--- src/rtl/moore_step_sequencer_if.sv ---
// Request channel for one requester of the step sequencer.
// Valid and target are held by the requester until it sees the single-cycle ready pulse.
interface moore_step_sequencer_if;
    logic       valid;
    logic [3:0] target;
    logic       ready;

    modport master (output valid, output target, input ready);
    modport slave  (input valid, input target, output ready);
endinterface

--- src/rtl/moore_step_sequencer.sv ---
// Two-requester round-robin command sequencer for the 10-state ring Moore machine.
// Walks the machine to each accepted target by the shortest ring direction and mirrors its position.
module moore_step_sequencer #(
    parameter int STEP_GAP = 0,
    parameter int PARK_POS = 9,
    parameter int RING_LEN = 9
) (
    input  logic                         clk,
    input  logic                         reset,
    moore_step_sequencer_if.slave        req0,
    moore_step_sequencer_if.slave        req1,
    output logic [1:0]                   W,
    output logic [3:0]                   pos,
    output logic                         busy,
    output logic                         grant,
    output logic                         done,
    output logic                         err
);

    typedef enum logic [2:0] {
        ST_IDLE,
        ST_MOVE,
        ST_GAP,
        ST_JUMP,
        ST_DONE
    } state_t;

    localparam logic [1:0] W_HOLD = 2'b00;
    localparam logic [1:0] W_DOWN = 2'b01;
    localparam logic [1:0] W_UP   = 2'b10;
    localparam logic [1:0] W_JUMP = 2'b11;

    localparam logic [3:0] PARK      = 4'(PARK_POS);
    localparam logic [3:0] RING_LAST = 4'(RING_LEN - 1);
    localparam logic [4:0] RING_LEN5 = 5'(RING_LEN);
    localparam logic [4:0] HALF_RING = 5'(RING_LEN / 2);
    localparam logic [3:0] GAP_LAST  = 4'((STEP_GAP > 0) ? (STEP_GAP - 1) : 0);

    state_t     r_state;
    state_t     w_stateNext;
    logic [1:0] r_w;
    logic [1:0] w_wNext;
    logic [3:0] r_pos;
    logic [3:0] w_posNext;
    logic [3:0] r_target;
    logic [3:0] w_targetNext;
    logic [3:0] r_gapCnt;
    logic [3:0] w_gapNext;
    logic [3:0] w_sel;
    logic       r_grant;
    logic       w_grantNext;
    logic       w_pick1;
    logic       w_ready0;
    logic       w_ready1;
    logic       w_err;

    // Position the machine reaches after applying step code w from position p.
    function automatic logic [3:0] applyStep(input logic [3:0] p, input logic [1:0] w);
        case (w)
            W_UP:    return (p >= RING_LAST) ? 4'd0 : p + 4'd1;
            W_DOWN:  return ((p == 4'd0) || (p > RING_LAST)) ? RING_LAST : p - 4'd1;
            W_JUMP:  return PARK;
            default: return p;
        endcase
    endfunction

    // Shortest-direction step toward ring target t; leaving park is always an up step.
    function automatic logic [1:0] stepToward(input logic [3:0] p, input logic [3:0] t);
        logic [4:0] upDist;
        if (p > RING_LAST) return W_UP;
        upDist = (t >= p) ? {1'b0, t - p} : ({1'b0, t} + RING_LEN5 - {1'b0, p});
        return (upDist <= HALF_RING) ? W_UP : W_DOWN;
    endfunction

    assign w_posNext = applyStep(r_pos, r_w);
    assign w_pick1   = req1.valid && (!req0.valid || !r_grant);
    assign w_sel     = w_pick1 ? req1.target : req0.target;

    // The step code is chosen one cycle ahead so that W leaves the register file.
    always_comb begin
        w_stateNext  = r_state;
        w_wNext      = W_HOLD;
        w_targetNext = r_target;
        w_grantNext  = r_grant;
        w_gapNext    = r_gapCnt;
        w_ready0     = 1'b0;
        w_ready1     = 1'b0;
        w_err        = 1'b0;

        case (r_state)
            ST_IDLE: begin
                if (req0.valid || req1.valid) begin
                    w_ready0     = !w_pick1;
                    w_ready1     = w_pick1;
                    w_grantNext  = w_pick1;
                    w_targetNext = w_sel;
                    if (w_sel > PARK) begin
                        w_err = 1'b1;
                    end else if (w_sel == r_pos) begin
                        w_stateNext = ST_DONE;
                    end else if (w_sel == PARK) begin
                        w_stateNext = ST_JUMP;
                        w_wNext     = W_JUMP;
                    end else begin
                        w_stateNext = ST_MOVE;
                        w_wNext     = stepToward(r_pos, w_sel);
                    end
                end
            end

            ST_JUMP: begin
                w_stateNext = ST_DONE;
            end

            ST_MOVE: begin
                if (w_posNext == r_target) begin
                    w_stateNext = ST_DONE;
                end else if (STEP_GAP > 0) begin
                    w_stateNext = ST_GAP;
                    w_gapNext   = 4'd0;
                end else begin
                    w_wNext = stepToward(w_posNext, r_target);
                end
            end

            ST_GAP: begin
                if (r_gapCnt == GAP_LAST) begin
                    w_stateNext = ST_MOVE;
                    w_wNext     = stepToward(r_pos, r_target);
                    w_gapNext   = 4'd0;
                end else begin
                    w_gapNext = r_gapCnt + 4'd1;
                end
            end

            ST_DONE: begin
                w_stateNext = ST_IDLE;
            end

            default: begin
                w_stateNext = ST_IDLE;
            end
        endcase
    end

    // Grant resets to 1 so that requester 0 wins the first contested cycle.
    always_ff @(posedge clk or negedge reset) begin
        if (!reset) begin
            r_state  <= ST_IDLE;
            r_w      <= W_HOLD;
            r_pos    <= 4'd0;
            r_target <= 4'd0;
            r_grant  <= 1'b1;
            r_gapCnt <= 4'd0;
        end else begin
            r_state  <= w_stateNext;
            r_w      <= w_wNext;
            r_pos    <= w_posNext;
            r_target <= w_targetNext;
            r_grant  <= w_grantNext;
            r_gapCnt <= w_gapNext;
        end
    end

    assign req0.ready = w_ready0;
    assign req1.ready = w_ready1;
    assign W          = r_w;
    assign pos        = r_pos;
    assign grant      = r_grant;
    assign busy       = (r_state != ST_IDLE);
    assign done       = (r_state == ST_DONE);
    assign err        = w_err;

endmodule

--- src/flat_wrapper.sv ---
// flat-port wrapper written by rule: the top's interface ports become plain ports
module moore_step_sequencer_flat 
#(
    parameter int STEP_GAP = 0,
    parameter int PARK_POS = 9,
    parameter int RING_LEN = 9
)
  (clk, reset, W, pos, busy, grant, done, err, req0_valid, req0_target, req0_ready, req1_valid, req1_target, req1_ready);
  moore_step_sequencer_if req0_i ();
  moore_step_sequencer_if req1_i ();
  input  logic clk;
  input  logic reset;
  output logic [1:0] W;
  output logic [3:0] pos;
  output logic busy;
  output logic grant;
  output logic done;
  output logic err;
  input wire logic [$bits(req0_i.valid)-1:0] req0_valid;
  input wire logic [$bits(req0_i.target)-1:0] req0_target;
  output wire logic [$bits(req0_i.ready)-1:0] req0_ready;
  input wire logic [$bits(req1_i.valid)-1:0] req1_valid;
  input wire logic [$bits(req1_i.target)-1:0] req1_target;
  output wire logic [$bits(req1_i.ready)-1:0] req1_ready;
  assign req0_i.valid = req0_valid;
  assign req0_i.target = req0_target;
  assign req0_ready = req0_i.ready;
  assign req1_i.valid = req1_valid;
  assign req1_i.target = req1_target;
  assign req1_ready = req1_i.ready;
  moore_step_sequencer #(.STEP_GAP(STEP_GAP), .PARK_POS(PARK_POS), .RING_LEN(RING_LEN)) u_core (.clk(clk), .reset(reset), .req0(req0_i), .req1(req1_i), .W(W), .pos(pos), .busy(busy), .grant(grant), .done(done), .err(err));
endmodule
--- config.mk ---
export PLATFORM = sky130hd
export DESIGN_NAME = moore_step_sequencer_flat
export DESIGN_NICKNAME = d
export VERILOG_FILES = /design/src/rtl/moore_step_sequencer_if.sv /design/src/rtl/moore_step_sequencer.sv /design/src/flat_wrapper.sv
export SDC_FILE = /design/constraint.sdc
export NUM_CORES = 1
export LEC_CHECK = 0
export CORE_ASPECT_RATIO = 1.2
export CORE_UTILIZATION = 32
export CTS_CLUSTER_SIZE = 24
export DETAILED_ROUTE_END_ITERATION = 10
export MAX_ROUTING_LAYER = met4
export PLACE_DENSITY = 0.48
export SLEW_MARGIN = 10
export SYNTH_ARGS = -nofsm -noshare
export SYNTH_HDL_FRONTEND = slang
export SYNTH_SLANG_ARGS = --single-unit
--- constraint.sdc ---
create_clock -name clk -period 4 [get_ports clk]
set_input_delay 0.6 -clock clk [delete_from_list [all_inputs] [get_ports clk]]
set_output_delay 0.6 -clock clk [all_outputs]
set_load 0.005 [all_outputs]
-- After elaboration in Yosys (flattened, before gate mapping)
Cells that the tools add are included.
Widths: inputs -> output; s select.
- output and inout bits: 12
- flip-flop bits (word level): 18
- input port bits: 12
- word-level logic and storage cells: 102
- muxes and demuxes: 48
- equal/unequal tests: 14
- order comparisons: 10
- reduce and logical (&&, ||, !) cells: 13
- add/sub/neg operators: 11
- operators by type and width (cell ; count):
    $mux 2 ; 15
    $mux 1 ; 18
    $mux 4 ; 4
    $le 5x3->1 const B ; 3
    $mux 3 ; 5
    $mux 5 ; 3
    $sub 5x4->5 ; 3
    $ge 4x4->1 ; 3
    $gt 4x4->1 const B ; 3
    $pmux 3 s4 ; 1
    $pmux 4 s3 ; 1
    $sub 4x4->4 ; 3
    $add 4x4->5 const B ; 2
    $add 4x1->4 const B ; 2
    $eq 4x4->1 ; 2
    $logic_not 4->1 ; 2
    $eq 3x2->1 const B ; 2
    $ne 2x1->1 const B ; 3
    $pmux 2 s3 ; 1
    $eq 2x2->1 const B ; 2
    $eq 4x4->1 const B ; 1
    $ge 4x4->1 const B ; 1
    $reduce_and 4->1 ; 1
    $sub 4x1->4 const B ; 1
    other kinds (10) ; 14

-- Depth between registers and ports, before layout
- depth in word-level cells: 16
- depth in mapped cells: 14
- mapped depth without buffers: 14

-- Least setup slack after synthesis
No wires, ideal clock.
- path type: input-to-reg
- start point: input req1_valid
- end point: register u_core.r_w[1] (netlist: u_core.W[1])
- stages on the path: 13
- library setup time: 0.134 ns
- buffers on the path: 0
- arrival: 3.098 ns
- data required time: 3.866 ns
- slack: 0.768 ns
- cells stage by stage: a21boi_4 mux2i_2 inv_2 ha_1 inv_1 ha_1 fa_1 o21ai_0 nand2_1 nor4_1 a311o_1 o21ai_1 o211ai_2
- cells in the longest elaborated chain, start to end: 13
- elaborated cells on any way between the ends: 19
- ends and longest elaborated chain (item ; line ; RTL):
    from (decl) ; flat_wrapper.sv:22 ; input wire logic [$bits(req1_i.valid)-1:0] req1_valid;
    $logic_and 1x1->1 (*) ; moore_step_sequencer.sv:76 ; assign w_pick1 = req1.valid && (!req0.valid || !r_grant);
    $mux 4 (*) ; moore_step_sequencer.sv:77 ; assign w_sel = w_pick1 ? req1.target : req0.target;
    named net u_core.w_sel[1] ; moore_step_sequencer.sv:49 ; logic [3:0] w_sel;
    $add 4x4->5 ; moore_step_sequencer.sv:71 ; upDist = (t >= p) ? {1'b0, t - p} : ({1'b0, t} + RING_LEN5 - {1'b0, p});
    $sub 5x4->5 ; moore_step_sequencer.sv:71 ;
    $mux 5 ; moore_step_sequencer.sv:71 ;
    $le 5x3->1 ; moore_step_sequencer.sv:72 ; return (upDist <= HALF_RING) ? W_UP : W_DOWN;
    $mux 2 ; moore_step_sequencer.sv:72 ;
    $mux 2 ; moore_step_sequencer.sv:71 ;
    $mux 2 ; moore_step_sequencer.sv:101 ; end else if (w_sel == PARK) begin
    $mux 2 ; moore_step_sequencer.sv:99 ; end else if (w_sel == r_pos) begin
    $mux 2 (*) ; moore_step_sequencer.sv:97 ; if (w_sel > PARK) begin
    $mux 2 (*) ; moore_step_sequencer.sv:92 ; if (req0.valid || req1.valid) begin
    $pmux 2 s3 (*) ; moore_step_sequencer.sv:90 ; case (r_state)
    named net u_core.w_wNext[1] ; moore_step_sequencer.sv:42 ; logic [1:0] w_wNext;
    to (signal assigned) ; moore_step_sequencer.sv:157 ; r_w <= w_wNext;
    to (decl) ; moore_step_sequencer.sv:41 ; logic [1:0] r_w;
Mark *: on every way through the listed nets, which the timed path passes. The rest lies on a longest branch.
A chain may end at the register's enable or synchronous reset.

-- Final worst setup path
Same ends and word-level chain as after synthesis.

==> out/metrics.yaml <==
num-fill-cells: 669
critPathCaptureType: "register"
worst_setup_path_start_kind: "primary input"
post_synth_num_cell_types: 56
clk_pin_slew_ns: 0.07
ys.flop_type: "sky130_fd_sc_hd__dfrtp_1"
sequential_cell_area_um2: 452
synth.yosys.warnings: 0
fraction_of_synthesis_flops_using_an_asynchronous_set_or_reset_pin: 1.00
postCtsHoldBufs: 0
htreeDepth: 1
report.final.slew_viol_count: 0
static-leakage-power_uw: 0.00113
syn-mean-instance-area_um2: 8.76
route.detailed.wl_per_inst_um: 14.0
synth_top_cells_by_area: "sky130_fd_sc_hd__dfrtp_1, sky130_fd_sc_hd__ha_1, sky130_fd_sc_hd__fa_1"
yosysSeqAreaShare: 0.214
detail_route.drc_violations: 0
synth-edff-count: 0
ys_seq_elements: 18
root_buffer: "sky130_fd_sc_hd__clkbuf_8"
buffer_ports.inserted: 23
boundaryPins: 24
synthesis.nets: 292
detailroute.wirelength.met3_um: 175
crit-reg2reg-capture: "u_core.W[1]"
cts-root-to-sink-buffers: 2
starting_density_of_the_core: 0.330
cap_violations: 0
gpl.final_weighted_congestion: 0.783
run_status: "finished, final reports clean"
die_x_um: 76.2
rsz_0062_raised_after_global_routing: "false"
number_of_sinks_on_the_clock_net: 18
grtUsageTotal: 0.165
nNetsFinal: 329
timing.final.hold_violations: 0
syn-cell-area_mm2: 0.00211
timing.clock.skew_ns: 0.00294
final.min_clock_period_ns: 3.51
timing.slew.headroom: 0.441
grt_first_pass_wirelength_um: 8950
worstReg2RegStart: "u_core.pos[0]"
drt.antenna.violating_nets: 0
cp_data_arrival_time_ns: 3.64
final_min_period_over_clock_period: 0.878
power.ir.vdd_worst_mv: 0.255
fin_hold_ws_ns: 0.473
post-cts-setup-buffers: 0
grt_start_max_net_pins: 19
holdCritPathClass: "reg -> reg"
area.growth.synth_to_final_pct: 21.6
worst-r2r-setup-slack_ns: 0.76
required_ns: 4.13
cts_buffers: 3
fmaxAchievable_ghz: 0.285
met1Wirelength_um: 2420
hold_path_depth: 1
antennaDiodeCount: 0
detail_route.wirelength_um: 5080
fp.dieH_um: 91.0
grt.overflow.total: 0
multi_input_comb_area_mm2: 0.00155
die-area_mm2: 0.00693
cts_resized: 0
area_of_the_placeable_core_mm2: 0.00641
yosysMostFrequentCell: "sky130_fd_sc_hd__ha_1"
timing.hold.worst_endpoint: "u_core.r_gapCnt[3]"
clock_tree_from_tritoncts: "yes"
worstSetupPathType: "in -> reg"
sum_of_negative_setup_slack_ns: 0
post-synth-top-area-cell: "sky130_fd_sc_hd__dfrtp_1"
post_drt_via_cell_ratio: 4.97
topRoutingLayerUsed: "met4"
detailed_place_hpwl_um: 4170
drtIter0Drc: 41
timing.critical_path.fanout_max: 5
total_setup_violations_reported_at_the_end_of_the_flow: 0
synth_common_cells: "sky130_fd_sc_hd__ha_1, sky130_fd_sc_hd__nand2_1, sky130_fd_sc_hd__inv_1"
power-per-cell-area_mw_per_mm2: 964
measured_slew_at_the_worst_slew_check_pin_ns: 0.836
min_from: "u_core.r_gapCnt[3]"
rows: 32
syn_inst: 241
grt_pass1_vias: 1755
count_of_cells_along_the_worst_register_to_register_path: 14
detailroute.via_count: 1798
met2_wirelength_um: 2470
netlist.area_leader.share: 0.201
clk_latency_ns: 0.25
drive_above_1_share: 0.126
detailedRoute.firstPassIterationCount: 4
grt_antenna_before_repair: 0
-- cells by family (layout without fill, tap and decap cells) --
| logic type | count (synthesis) | after routing | share of synthesized area |
|---|---|---|---|
| flops | 18 | 18 | 0.214 |
| compound gates | 70 | 70 | 0.215 |
| xor+xnor | 15 | 15 | 0.0658 |
| buf+inv | 28 | 64 | 0.0504 |
| fa+ha+maj | 39 | 39 | 0.256 |
| simple gates | 66 | 66 | 0.168 |
| mux | 5 | 5 | 0.0314 |
-- layer usage --
layer  vias up  GRT usage
li1        934          -
met1       825      0.221
met2        37      0.277
met3         2     0.0151
met4         0     0.0240
met5         -          -
-- how the worst max path moves through the flow --
stage	start	endpoint	slack [ns]	cells past startpoint
after floorplan	req1_valid	u_core.W[1]	0.77	13
after global placement	req1_valid	u_core.W[1]	0.27	14
after detailed placement	req1_valid	u_core.W[1]	0.21	14
after CTS	req1_valid	u_core.W[0]	0.47	14
after global routing	req1_valid	u_core.W[0]	0.19	13
final	req1_valid	u_core.W[1]	0.49	14
-- metrics by stage --
| step | area, µm² | power [µW] | std cells | utilization | setup WS, ns |
|---|---|---|---|---|---|
| floorplan | 2110 | 1800 | 241 | - | 0.768 |
| global placement | 2520 | 2370 | 358 | 0.394 | 0.269 |
| detailed placement | 2520 | 2350 | 358 | 0.394 | 0.208 |
| CTS | 2570 | 2500 | 362 | 0.401 | 0.473 |
| global route | 2570 | 2810 | 362 | 0.401 | 0.191 |
| finish | 2570 | 2480 | 362 | 0.401 | 0.489 |
-- critical path: stages --
cell and delay (ns):
sky130_fd_sc_hd__clkdlybuf4s50_1 0.51, sky130_fd_sc_hd__a21boi_4 0.31, sky130_fd_sc_hd__mux2i_2 0.28, sky130_fd_sc_hd__inv_2 0.08
sky130_fd_sc_hd__ha_1 0.33, sky130_fd_sc_hd__inv_1 0.06, sky130_fd_sc_hd__ha_1 0.22, sky130_fd_sc_hd__fa_1 0.48
sky130_fd_sc_hd__o21ai_0 0.08, sky130_fd_sc_hd__nand2_1 0.07, sky130_fd_sc_hd__nor4_1 0.05, sky130_fd_sc_hd__a311o_1 0.33
sky130_fd_sc_hd__o21ai_1 0.14, sky130_fd_sc_hd__o211ai_2 0.10
-- layout make-up --
class | instances | area share
well taps | 85 | 0.0414
clock buffers | 4 | 0.0175
inverters | 26 | 0.0380
multi-input cells | 195 | 0.605
repair buffers | 34 | 0.122
flip-flops and latches | 18 | 0.176
-- sequential cells by signal (all words and copies together) (netlist names) --
| signal | cells |
|---|---|
| u_core.pos | 4 |
| u_core.W | 2 |
| u_core.grant | 1 |
| u_core.r_gapCnt | 4 |
| u_core.r_state | 3 |
| u_core.r_target | 4 |
-- where the power goes --
part	internal [µW]	switching, µW
clock network	70.6	59.7
registers	252	114
logic	930	1050
total	1250	1220
-- cell usage in the layout, fill, tap and decap left out, types with 2 or more instances in the layout --
cell / n
sky130_fd_sc_hd__a21o_1: 3
sky130_fd_sc_hd__nor3_1: 5
sky130_fd_sc_hd__or3_1: 3
sky130_fd_sc_hd__clkbuf_8: 3
sky130_fd_sc_hd__nor2_1: 9
sky130_fd_sc_hd__fa_1: 7
sky130_fd_sc_hd__mux2i_2: 4
sky130_fd_sc_hd__a211oi_1: 2
sky130_fd_sc_hd__o21ai_1: 5
sky130_fd_sc_hd__nand4_1: 3
sky130_fd_sc_hd__nand2_1: 23
sky130_fd_sc_hd__clkdlybuf4s50_1: 23
sky130_fd_sc_hd__inv_1: 21
sky130_fd_sc_hd__nand3b_1: 3
sky130_fd_sc_hd__xnor2_1: 7
sky130_fd_sc_hd__inv_2: 5
sky130_fd_sc_hd__a22oi_1: 2
sky130_fd_sc_hd__nor2b_1: 4
sky130_fd_sc_hd__o21bai_1: 2
sky130_fd_sc_hd__xor2_1: 7
sky130_fd_sc_hd__buf_4: 11
sky130_fd_sc_hd__a31oi_1: 2
sky130_fd_sc_hd__and3_1: 2
sky130_fd_sc_hd__a21oi_1: 18
sky130_fd_sc_hd__dfrtp_1: 17
sky130_fd_sc_hd__nand3_1: 4
sky130_fd_sc_hd__ha_1: 32
sky130_fd_sc_hd__o21ai_0: 19
sky130_fd_sc_hd__nor3b_1: 2
(Power assumes the default switching activity.)
